$ cat config.mk
export PLATFORM = sky130hd
export DESIGN_NAME = id_ex_stage
export DESIGN_NICKNAME = d
export VERILOG_FILES = /design/src/rtl/id_ex_stage.sv
export SDC_FILE = /design/constraint.sdc
export NUM_CORES = 1
export LEC_CHECK = 0
export CELL_PAD_IN_SITES_DETAIL_PLACEMENT = 0
export CELL_PAD_IN_SITES_GLOBAL_PLACEMENT = 2
export CORE_MARGIN = 2
export CORE_UTILIZATION = 27
export DETAILED_ROUTE_END_ITERATION = 10
export GPL_TIMING_DRIVEN = 0
export PLACE_DENSITY_LB_ADDON = 0.1
export SETUP_SLACK_MARGIN = 0.3
export SLEW_MARGIN = 0
export SYNTH_ARGS = -nofsm -noshare
export SYNTH_HDL_FRONTEND = slang
export SYNTH_SLANG_ARGS = --single-unit
$ cat constraint.sdc
create_clock -name clk_i -period 5.7 [get_ports clk_i]
set_clock_uncertainty 0.15 [all_clocks]
set_input_delay 0.855 -clock clk_i [delete_from_list [all_inputs] [get_ports clk_i]]
set_output_delay 0.855 -clock clk_i [all_outputs]
set_load 0.03 [all_outputs]
$ cat src/rtl/id_ex_stage.sv
// ============================================================================
// Module   : id_ex_stage
// Brief    : ID/EX pipeline register with flush/stall handling, optional
//            load-use hazard detection (ID_EX_HAZARD_DETECT_EN) and a
//            saturating bubble counter.
// Revision : 1.0 - initial release
// ============================================================================
`default_nettype none

module id_ex_stage (
    input  logic        clk_i,
    input  logic        rst_n_i,
    input  logic        stall_i,
    input  logic        flush_i,
    input  logic        valid_i,
    input  logic        Branch_i,
    input  logic        MemtoReg_i,
    input  logic        MemWrite_i,
    input  logic        ALUSrc_i,
    input  logic        RegWrite_i,
    input  logic [1:0]  ALUOp_i,
    input  logic [31:0] RS1data_i,
    input  logic [31:0] RS2data_i,
    input  logic [31:0] imm_i,
    input  logic [31:0] pc_i,
    input  logic [9:0]  funct_i,
    input  logic [4:0]  RS1addr_i,
    input  logic [4:0]  RS2addr_i,
    input  logic [4:0]  RDaddr_i,
    output logic        valid_o,
    output logic        Branch_o,
    output logic        MemtoReg_o,
    output logic        MemWrite_o,
    output logic        ALUSrc_o,
    output logic        RegWrite_o,
    output logic [1:0]  ALUOp_o,
    output logic [31:0] RS1data_o,
    output logic [31:0] RS2data_o,
    output logic [31:0] imm_o,
    output logic [31:0] pc_o,
    output logic [9:0]  funct_o,
    output logic [4:0]  RS1addr_o,
    output logic [4:0]  RS2addr_o,
    output logic [4:0]  RDaddr_o,
    output logic        hazard_o,
    output logic [15:0] bubble_cnt_o
);

    localparam logic [15:0] c_CNT_MAX = 16'hFFFF;

    logic        r_valid;
    logic        r_branch;
    logic        r_memtoreg;
    logic        r_memwrite;
    logic        r_alusrc;
    logic        r_regwrite;
    logic [1:0]  r_aluop;
    logic [31:0] r_rs1data;
    logic [31:0] r_rs2data;
    logic [31:0] r_imm;
    logic [31:0] r_pc;
    logic [9:0]  r_funct;
    logic [4:0]  r_rs1addr;
    logic [4:0]  r_rs2addr;
    logic [4:0]  r_rdaddr;
    logic [15:0] r_bubble_cnt;

    logic        w_hazard;
    logic        w_bubble;
    logic        w_load;

`ifdef ID_EX_HAZARD_DETECT_EN
    // A load in EX whose destination is read by the instruction in ID.
    assign w_hazard = r_valid & r_memtoreg & r_regwrite & (r_rdaddr != 5'd0) & valid_i &
                      ((r_rdaddr == RS1addr_i) | (r_rdaddr == RS2addr_i));
`else
    assign w_hazard = 1'b0;
`endif

    // Flush wins over stall; stall wins over hazard.
    assign w_bubble = flush_i | (~stall_i & w_hazard);
    assign w_load   = ~flush_i & ~stall_i & ~w_hazard;

    always_ff @(posedge clk_i or negedge rst_n_i) begin
        if (!rst_n_i) begin
            r_valid    <= 1'b0;
            r_branch   <= 1'b0;
            r_memtoreg <= 1'b0;
            r_memwrite <= 1'b0;
            r_alusrc   <= 1'b0;
            r_regwrite <= 1'b0;
            r_aluop    <= 2'b00;
            r_rdaddr   <= 5'd0;
        end else if (w_bubble) begin
            r_valid    <= 1'b0;
            r_branch   <= 1'b0;
            r_memtoreg <= 1'b0;
            r_memwrite <= 1'b0;
            r_alusrc   <= 1'b0;
            r_regwrite <= 1'b0;
            r_aluop    <= 2'b00;
            r_rdaddr   <= 5'd0;
        end else if (w_load) begin
            r_valid    <= valid_i;
            r_branch   <= Branch_i;
            r_memtoreg <= MemtoReg_i;
            r_memwrite <= MemWrite_i;
            r_alusrc   <= ALUSrc_i;
            r_regwrite <= RegWrite_i;
            r_aluop    <= ALUOp_i;
            r_rdaddr   <= RDaddr_i;
        end
    end

    // Operand/data fields keep their contents across a bubble.
    always_ff @(posedge clk_i or negedge rst_n_i) begin
        if (!rst_n_i) begin
            r_rs1data <= 32'd0;
            r_rs2data <= 32'd0;
            r_imm     <= 32'd0;
            r_pc      <= 32'd0;
            r_funct   <= 10'd0;
            r_rs1addr <= 5'd0;
            r_rs2addr <= 5'd0;
        end else if (w_load) begin
            r_rs1data <= RS1data_i;
            r_rs2data <= RS2data_i;
            r_imm     <= imm_i;
            r_pc      <= pc_i;
            r_funct   <= funct_i;
            r_rs1addr <= RS1addr_i;
            r_rs2addr <= RS2addr_i;
        end
    end

    always_ff @(posedge clk_i or negedge rst_n_i) begin
        if (!rst_n_i) begin
            r_bubble_cnt <= 16'd0;
        end else if (w_bubble && (r_bubble_cnt != c_CNT_MAX)) begin
            r_bubble_cnt <= r_bubble_cnt + 16'd1;
        end
    end

    assign valid_o      = r_valid;
    assign Branch_o     = r_branch;
    assign MemtoReg_o   = r_memtoreg;
    assign MemWrite_o   = r_memwrite;
    assign ALUSrc_o     = r_alusrc;
    assign RegWrite_o   = r_regwrite;
    assign ALUOp_o      = r_aluop;
    assign RS1data_o    = r_rs1data;
    assign RS2data_o    = r_rs2data;
    assign imm_o        = r_imm;
    assign pc_o         = r_pc;
    assign funct_o      = r_funct;
    assign RS1addr_o    = r_rs1addr;
    assign RS2addr_o    = r_rs2addr;
    assign RDaddr_o     = r_rdaddr;
    assign hazard_o     = w_hazard;
    assign bubble_cnt_o = r_bubble_cnt;

endmodule

`default_nettype wire

==> load_flow_metrics.sql, run 1 <==
INSERT INTO impl_metrics (metric_group, metric, value, unit) VALUES
('finish', 'final_nets', '956', ''),
('sta', 'hold_viol', '0', ''),
('drt', 'drt_pre_antenna_iters', '5', ''),
('sta', 'timing.final.crit_share', '49.08', '%'),
('die', 'effective_utilization_at_floorplan', '27.23', '%'),
('clock_tree', 'path_clk_slew', '0.08', 'ns'),
('power_and_ir_drop', 'power.total', '3910', 'uW'),
('critical_path', 'critical_path.max_fanout', '10', ''),
('sta', 'maxSlewViolCount', '0', ''),
('critical_path', 'critical_path.max_stage_delay', '0.58', 'ns'),
('die', 'num_io_pins', '343', ''),
('die', 'total_die_area', '0.02646', 'mm2'),
('finish', 'final_core_utilization', '44.98', '%'),
('drt', 'ant_nets', '0', ''),
('outcome', 'outcome', 'finished clean', ''),
('logic_synthesis', 'synth-warning-count', '0', ''),
('drt', 'drc', '0', ''),
('sta', 'finalSetupViolCount', '0', ''),
('clock_tree', 'cts-buffers-inserted', '17', ''),
('sta', 'tightest_slew', '0.6934', 'ns'),
('power_and_ir_drop', 'irDropWorstVdd', '0.2247', 'mV'),
('critical_path', 'critical-path-top-delay-family', 'buffers and inverters', ''),
('critical_path', 'critical_path_type', 'primary input to flip-flop', ''),
('critical_path', 'timing.critical_path.arrival', '2.95', 'ns'),
('global_route', 'grt_first_pass_wirelength', '30200', 'um'),
('finish', 'synthToLayoutAreaGrowth', '65.21', '%'),
('critical_path', 'critical_path.endpoint_type', 'flip-flop', ''),
('die', 'floorplan.die.width', '162.7', 'um'),
('logic_synthesis', 'mappedNetlistNets', '596', ''),
('drt', 'drt-total-wl', '20110', 'um'),
('sta', 'slew_headroom', '53.77', '%'),
('clock_tree', 'tritoncts', 'built', ''),
('clock_tree', 'post_cts_resized', '0', ''),
('clock_tree', 'clock_tree.htree_level_count', '4', ''),
('place', 'dpl.hpwl', '15480', 'um'),
('clock_tree', 'cts_hold_buf', '0', ''),
('drt', 'drtIter0Drc', '169', ''),
('critical_path', 'critPathBufInv', '3', ''),
('place', 'final_estimated_routing_congestion_in_global_placement', '0.7537', ''),
('clock_tree', 'insertion_delay', '0.42', 'ns'),
('sta', 'rsz0062_at_grt', 'no', ''),
('clock_tree', 'clock-root-buffer', 'clkbuf_16', ''),
('die', 'num_rows', '58', ''),
('finish', 'final_layout_size_suffix_gt1_share', '25.40', '%'),
('global_route', 'gr-usage-all-layers', '15.15', '%'),
('critical_path', 'timing.critical_path.from_type', 'primary input', ''),
('logic_synthesis', 'avgSynthCellArea', '15.81', 'um2'),
('global_route', 'grt_start_max_net_pins', '96', ''),
('clock_tree', 'postCtsSetupRepairBufs', '0', ''),
('drt', 'post_dr_wirelength_cell', '17.74', 'um'),
('run', 'max_cap_violations', '0', ''),
('drt', 'post_drt_via_cell_ratio', '4.236', ''),
('clock_tree', 'cts_sink_count', '177', ''),
('logic_synthesis', 'synth-seq-area-share', '65.17', '%'),
('global_route', 'grt.overflow.total', '0', ''),
('global_route', 'first_global_vias', '5206', ''),
('worst_hold_path', 'worst_hold_path_type', 'primary input to asynchronous set/reset pin', ''),
('logic_synthesis', 'synth.ff_latch_count', '177', ''),
('global_route', 'antenna_violations_before_repair', '1', ''),
('place', 'place.port_buffers', '340', ''),
('logic_synthesis', 'mappedNetlistArea', '0.006797', 'mm2'),
('critical_path', 'path_cells', 'clkdlybuf4s50_1, nor2_1, clkbuf_1, buf_2, mux2_2', ''),
('power_and_ir_drop', 'power-per-cell-area', '348.3', 'mW/mm2'),
('power_and_ir_drop', 'power.static_leakage', '0.004599', 'uW'),
('critical_path', 'cp_data_required_time', '5.85', 'ns'),
('die', 'die_y', '162.7', 'um'),
('logic_synthesis', 'syn-instance-count', '430', ''),
('sta', 'maxClockFrequency', '357.5', 'MHz'),
('critical_path', 'timing.critical_path.slowest_stage_cell', 'clkbuf_1', ''),
('logic_synthesis', 'synth_cell_types', '35', ''),
('die', 'core_box_area', '0.02496', 'mm2'),
('clock_tree', 'clock_path_buffers', '2', ''),
('sta', 'final_period_minus_worst_setup_slack', '2.797', 'ns'),
('drt', 'vias', '4804', '');
-- Yosys cell counts, drive strengths merged --
| master | instances | area, um2 |
|---|---|---|
| o2111ai | 1 | 8.760 |
| clkbuf | 4 | 15.01 |
| or4 | 1 | 7.510 |
| nand2 | 5 | 18.77 |
| a21oi | 2 | 13.76 |
| nand4b | 1 | 8.760 |
| nor2 | 19 | 71.32 |
| o41ai | 1 | 16.27 |
| and4 | 2 | 20.02 |
| xor2 | 2 | 17.52 |
| nor4 | 2 | 18.77 |
| nand3b | 1 | 7.510 |
| mux2i | 13 | 130.1 |
| conb | 1 | 3.750 |
| nand4 | 3 | 33.78 |
| nor4b | 1 | 8.760 |
| xnor2 | 8 | 70.07 |
| a41oi | 1 | 8.760 |
| nand3 | 10 | 55.05 |
| o211ai | 1 | 7.510 |
| a31oi | 1 | 6.260 |
| buf | 18 | 90.09 |
| mux2 | 150 | 1689 |
| dfrtp | 177 | 4429 |
| ha | 1 | 12.51 |
| o21a | 2 | 15.01 |
| and3 | 2 | 12.51 |
-- stage by stage --
step	setup WS, ns	TNS [ns]	instances	instance area (um2)	hold WS, ns
final	2.903	0	1134	11230	0.2375
after global routing	2.742	0	1134	11230	0.2913
after CTS	2.831	0	1133	11230	0.2700
after detailed placement	2.375	0	1101	10650	0.3440
after global placement	-3.711	-653.57	1100	10610	0.3384
after floorplan	3.436	0	430	6797	0.4094
-- where the power goes --
group | switching, uW | internal (uW)
Clock | 535 | 631
Combinational | 616 | 568
Sequential | 120 | 1440
Total | 1270 | 2640
-- cells in the final DEF, fill, tap and decap left out, types with 2 or more instances in the layout --
cell,Yosys,final
o21a_1,2,2
dfrtp_1,177,177
nor2_1,19,19
xnor2_1,8,8
mux2_2,149,149
and3_1,2,2
clkdlybuf4s50_1,0,339
clkinvlp_4,0,2
buf_2,15,15
clkbuf_16,0,17
buf_1,2,2
clkbuf_1,4,5
nand2_1,5,5
xor2_1,2,2
mux2i_1,13,13
inv_6,0,7
nand3_1,9,9
inv_8,0,2
nand4_1,2,2
-- flip-flops by register name, indices dropped and copies added, names as in the netlist --
signal and flops:
RegWrite_o 1, MemWrite_o 1, ALUOp_o 2, RDaddr_o 5
RS1data_o 32, RS1addr_o 5, valid_o 1, bubble_cnt_o 16
funct_o 10, RS2data_o 32, ALUSrc_o 1, pc_o 32
Branch_o 1, RS2addr_o 5, MemtoReg_o 1, imm_o 32
-- worst paths after layout --
check                                       startpoint                     endpoint  slack (ns)  depth (start not counted)
setup / recovery                               flush_i    RS2data_o[11]$_DFFE_PN0P_        2.90                          5
hold / removal                                 rst_n_i         pc_o[17]$_DFFE_PN0P_        0.24                          1
setup reg to reg           bubble_cnt_o[0]$_DFFE_PN0P_  bubble_cnt_o[7]$_DFFE_PN0P_        3.51                          6
hold reg to reg              RS1data_o[24]$_DFFE_PN0P_    RS1data_o[24]$_DFFE_PN0P_        0.36                          1
max in group asynchronous                      rst_n_i       RegWrite_o$_DFFE_PN0P_        4.22                          2
min in group clk_i           RS1data_o[24]$_DFFE_PN0P_    RS1data_o[24]$_DFFE_PN0P_        0.36                          1
-- final cells by class --
cell class / instances / area [um2]
diodes: 1 / 2.502
plain buffers: 22 / 105.1
clock buffers: 19 / 442.9
clock inverters: 13 / 137.6
fillers: 2291 / 13740
multi-input cells: 231 / 2262
flip-flops and latches: 177 / 4429
well taps: 330 / 412.9
repair buffers: 341 / 3436
-- layer usage --
layer  global-route usage (%)  share of wire, %
met1                    16.47                37
met2                    26.87                53
met3                    6.086               9.0
met4                    5.028               1.6
met5                        0                 0
-- kinds of logic after synthesis --
family	Yosys count	synth area share [%]
adder cells (fa/ha/maj)	1	0.1841
AND/OR/NAND/NOR	47	3.866
XOR/XNOR	10	1.289
AO/OA/AOI/OAI	9	1.123
buffers and inverters	22	1.546
flip-flops	177	65.17
multiplexers	163	26.77
other	1	0.05518
Power figures use the tool's default switching activity.
==> run 2, diff against run 1 <==
--- a/config.mk
+++ b/config.mk
@@ -8,7 +8,7 @@
 export CELL_PAD_IN_SITES_DETAIL_PLACEMENT = 0
 export CELL_PAD_IN_SITES_GLOBAL_PLACEMENT = 2
 export CORE_MARGIN = 2
-export CORE_UTILIZATION = 27
+export CORE_UTILIZATION = 25
 export DETAILED_ROUTE_END_ITERATION = 10
 export GPL_TIMING_DRIVEN = 0
 export PLACE_DENSITY_LB_ADDON = 0.1
==> constraint.sdc (replaced) <==
create_clock -name clk_i -period 2.7 [get_ports clk_i]
set_clock_uncertainty 0.15 [all_clocks]
set_input_delay 0.405 -clock clk_i [delete_from_list [all_inputs] [get_ports clk_i]]
set_output_delay 0.405 -clock clk_i [all_outputs]
set_load 0.03 [all_outputs]
==> load_flow_metrics.sql, run 2 (synthesized netlist as in run 1, its figures left out) <==
INSERT INTO impl_metrics (metric_group, metric, value, unit) VALUES
('critical_path', 'timing.critical_path.from_type', 'flip-flop', ''),
('place', 'place.port_buffers', '340', ''),
('outcome', 'outcome', 'finished clean', ''),
('critical_path', 'worst_r2r_endpoint', 'bubble_cnt_o[7]$_DFFE_PN0P_', ''),
('sta', 'tightest_slew', '0.7594', 'ns'),
('power_and_ir_drop', 'p_clk_share', '30.0', '%'),
('sta', 'slew_headroom', '49.37', '%'),
('die', 'num_rows', '60', ''),
('power_and_ir_drop', 'netSwitchingPower', '2638', 'uW'),
('clock_tree', 'clock_path_buffers', '2', ''),
('sta', 'rsz0062_at_grt', 'no', ''),
('clock_tree', 'tritoncts', 'built', ''),
('sta', 'hold_viol', '0', ''),
('power_and_ir_drop', 'p_comb_share', '30.2', '%'),
('die', 'effective_utilization_at_floorplan', '25.36', '%'),
('drt', 'drt-total-wl', '20530', 'um'),
('critical_path', 'regToRegStartpoint', 'bubble_cnt_o[0]$_DFFE_PN0P_', ''),
('global_route', 'gr-usage-all-layers', '14.45', '%'),
('finish', 'commonest_non_fill_non_tap_cells_in_the_layout', '339 x clkdlybuf4s50_1, 177 x dfrtp_1, 149 x mux2_2', ''),
('power_and_ir_drop', 'p_seq_share', '39.8', '%'),
('worst_hold_path', 'min_delay_path_depth', '3', ''),
('finish', 'layout.cells.most_common', 'clkdlybuf4s50_1', ''),
('place', 'final_estimated_routing_congestion_in_global_placement', '0.7565', ''),
('die', 'floorplan.die.width', '168.9', 'um'),
('power_and_ir_drop', 'power-per-cell-area', '735.6', 'mW/mm2'),
('critical_path', 'critical_path.endpoint_type', 'output port', ''),
('finish', 'final_layout_size_suffix_gt1_share', '25.44', '%'),
('global_route', 'grt_start_max_net_pins', '97', ''),
('critical_path', 'timing.critical_path.arrival', '1.65', 'ns'),
('drt', 'drtIter0Drc', '135', ''),
('critical_path', 'critical_path_type', 'flip-flop to output port', ''),
('finish', 'synthToLayoutAreaGrowth', '65.63', '%'),
('critical_path', 'path_cells', 'clkdlybuf4s50_1', ''),
('critical_path', 'reg2reg_depth', '6', ''),
('die', 'num_io_pins', '343', ''),
('drt', 'post_dr_wirelength_cell', '17.95', 'um'),
('drt', 'drt_pre_antenna_iters', '4', ''),
('critical_path', 'timing.critical_path.slowest_stage_cell', 'clkdlybuf4s50_1', ''),
('sta', 'holdWs', '0.2480', 'ns'),
('sta', 'final_period_minus_worst_setup_slack', '2.208', 'ns'),
('sta', 'maxClockFrequency', '452.8', 'MHz'),
('drt', 'ant_nets', '0', ''),
('worst_hold_path', 'min_to', 'RDaddr_o[4]$_DFFE_PN0P_', ''),
('global_route', 'grt_first_pass_wirelength', '31240', 'um'),
('power_and_ir_drop', 'power.static_leakage', '0.004601', 'uW'),
('place', 'dpl.hpwl', '15720', 'um'),
('critical_path', 'cp_data_required_time', '2.14', 'ns'),
('critical_path', 'critical-path-top-delay-family', 'buffers and inverters', ''),
('die', 'die_y', '168.9', 'um'),
('sta', 'maxSlewViolCount', '0', ''),
('clock_tree', 'clock_tree.htree_level_count', '4', ''),
('finish', 'stdcell_count', '1144', ''),
('global_route', 'grt.overflow.total', '0', ''),
('clock_tree', 'clock-root-buffer', 'clkbuf_16', ''),
('power_and_ir_drop', 'power.internal', '5643', 'uW'),
('critical_path', 'critPathBufInv', '1', ''),
('critical_path', 'crit_start', 'bubble_cnt_o[11]$_DFFE_PN0P_', ''),
('drt', 'post_drt_via_cell_ratio', '4.264', ''),
('power_and_ir_drop', 'power_switching_share', '31.86', '%'),
('sta', 'timing.final.crit_share', '81.79', '%'),
('finish', 'final_nets', '957', ''),
('critical_path', 'path_depth', '1', ''),
('run', 'max_cap_violations', '0', ''),
('clock_tree', 'path_clk_slew', '0.07', 'ns'),
('place', 'dpl.cell_count', '1112', ''),
('drt', 'drc', '0', ''),
('clock_tree', 'cts-buffers-inserted', '17', ''),
('critical_path', 'setup_slack_of_the_worst_register_to_register_path', '0.55', 'ns'),
('critical_path', 'critical_path.max_stage_delay', '0.75', 'ns'),
('die', 'total_die_area', '0.02852', 'mm2'),
('clock_tree', 'cts_sink_count', '177', ''),
('worst_hold_path', 'hold_path_startpoint', 'stall_i', ''),
('die', 'core_box_area', '0.02680', 'mm2'),
('drt', 'vias', '4878', ''),
('global_route', 'first_global_vias', '5263', ''),
('sta', 'finalSetupViolCount', '0', ''),
('global_route', 'antenna_violations_before_repair', '2', ''),
('power_and_ir_drop', 'irDropWorstVdd', '0.4117', 'mV'),
('critical_path', 'critical_path.max_fanout', '6', ''),
('clock_tree', 'insertion_delay', '0.42', 'ns'),
('worst_hold_path', 'worst_hold_path_type', 'primary input to flip-flop', '');
[run 2: changes by cell type in the layout (fill, tap and decap cells not counted)]
cell and delta:
clkbuf_2 +1, clkbuf_1 -2, clkinvlp_4 +2, inv_6 -2, inv_8 -1, clkinv_4 -1, bufinv_16 +1, dlygate4sd3_1 +1
[run 2: how the worst max path moves through the flow]
stage	endpoint	slack [ns]
finish	bubble_cnt_o[11]	0.49
global route	bubble_cnt_o[7]$_DFFE_PN0P_	0.39
CTS	bubble_cnt_o[8]	0.45
detailed placement	pc_o[25]$_DFFE_PN0P_	-0.17
global placement	bubble_cnt_o[6]$_DFFE_PN0P_	-6.53
floorplan	bubble_cnt_o[7]$_DFFE_PN0P_	0.60
[run 2: final cells by class]
class | count | area (um2)
multi-input combinational | 231 | 2262
antenna | 1 | 2.502
fill | 2490 | 15540
clock buffer | 18 | 439.2
sequential | 177 | 4429
tap | 341 | 426.7
clock inverter | 12 | 145.1
timing repair buffer | 342 | 3446
buffer | 22 | 106.4
[run 2: metal layers]
metal / wire (um) / GRT usage, % / vias up
met5: 0 / 0 / -
met4: 370 / 4.385 / 0
met3: 1437 / 4.629 / 19
met2: 10740 / 25.61 / 193
met1: 7983 / 16.63 / 2419
li1: - / - / 2247
[run 2: power by group through the flow]
stage | Combinational [uW] | Clock (uW) | Sequential, uW
floorplan | 475 | 0 | 4110
global placement | 2500 | 0 | 3340
detailed placement | 2540 | 0 | 3350
CTS | 2540 | 2600 | 3300
global route | 2630 | 2720 | 3360
finish | 2500 | 2480 | 3300
[run 2: what timing repair did]
item	4_1_cts	5_1_grt
buffers inserted	0	0
resized for setup	1	0
setup endpoints to repair	45	0
hold buffers	1	0
hold endpoints to repair	95	0
[run 2: through the flow]
stage / util, % / setup slack [ns] / TNS [ns] / instance area, um2 / power [uW]
floorplan: - / 0.6010 / 0 / 6797 / 4588
global placement: 39.65 / -6.528 / -1159.25 / 10630 / 5839
detailed placement: 39.77 / -0.1710 / -14.60 / 10660 / 5883
CTS: 41.99 / 0.4457 / 0 / 11250 / 8441
global route: 42.00 / 0.3860 / 0 / 11260 / 8704
finish: 42.00 / 0.4917 / 0 / 11260 / 8281
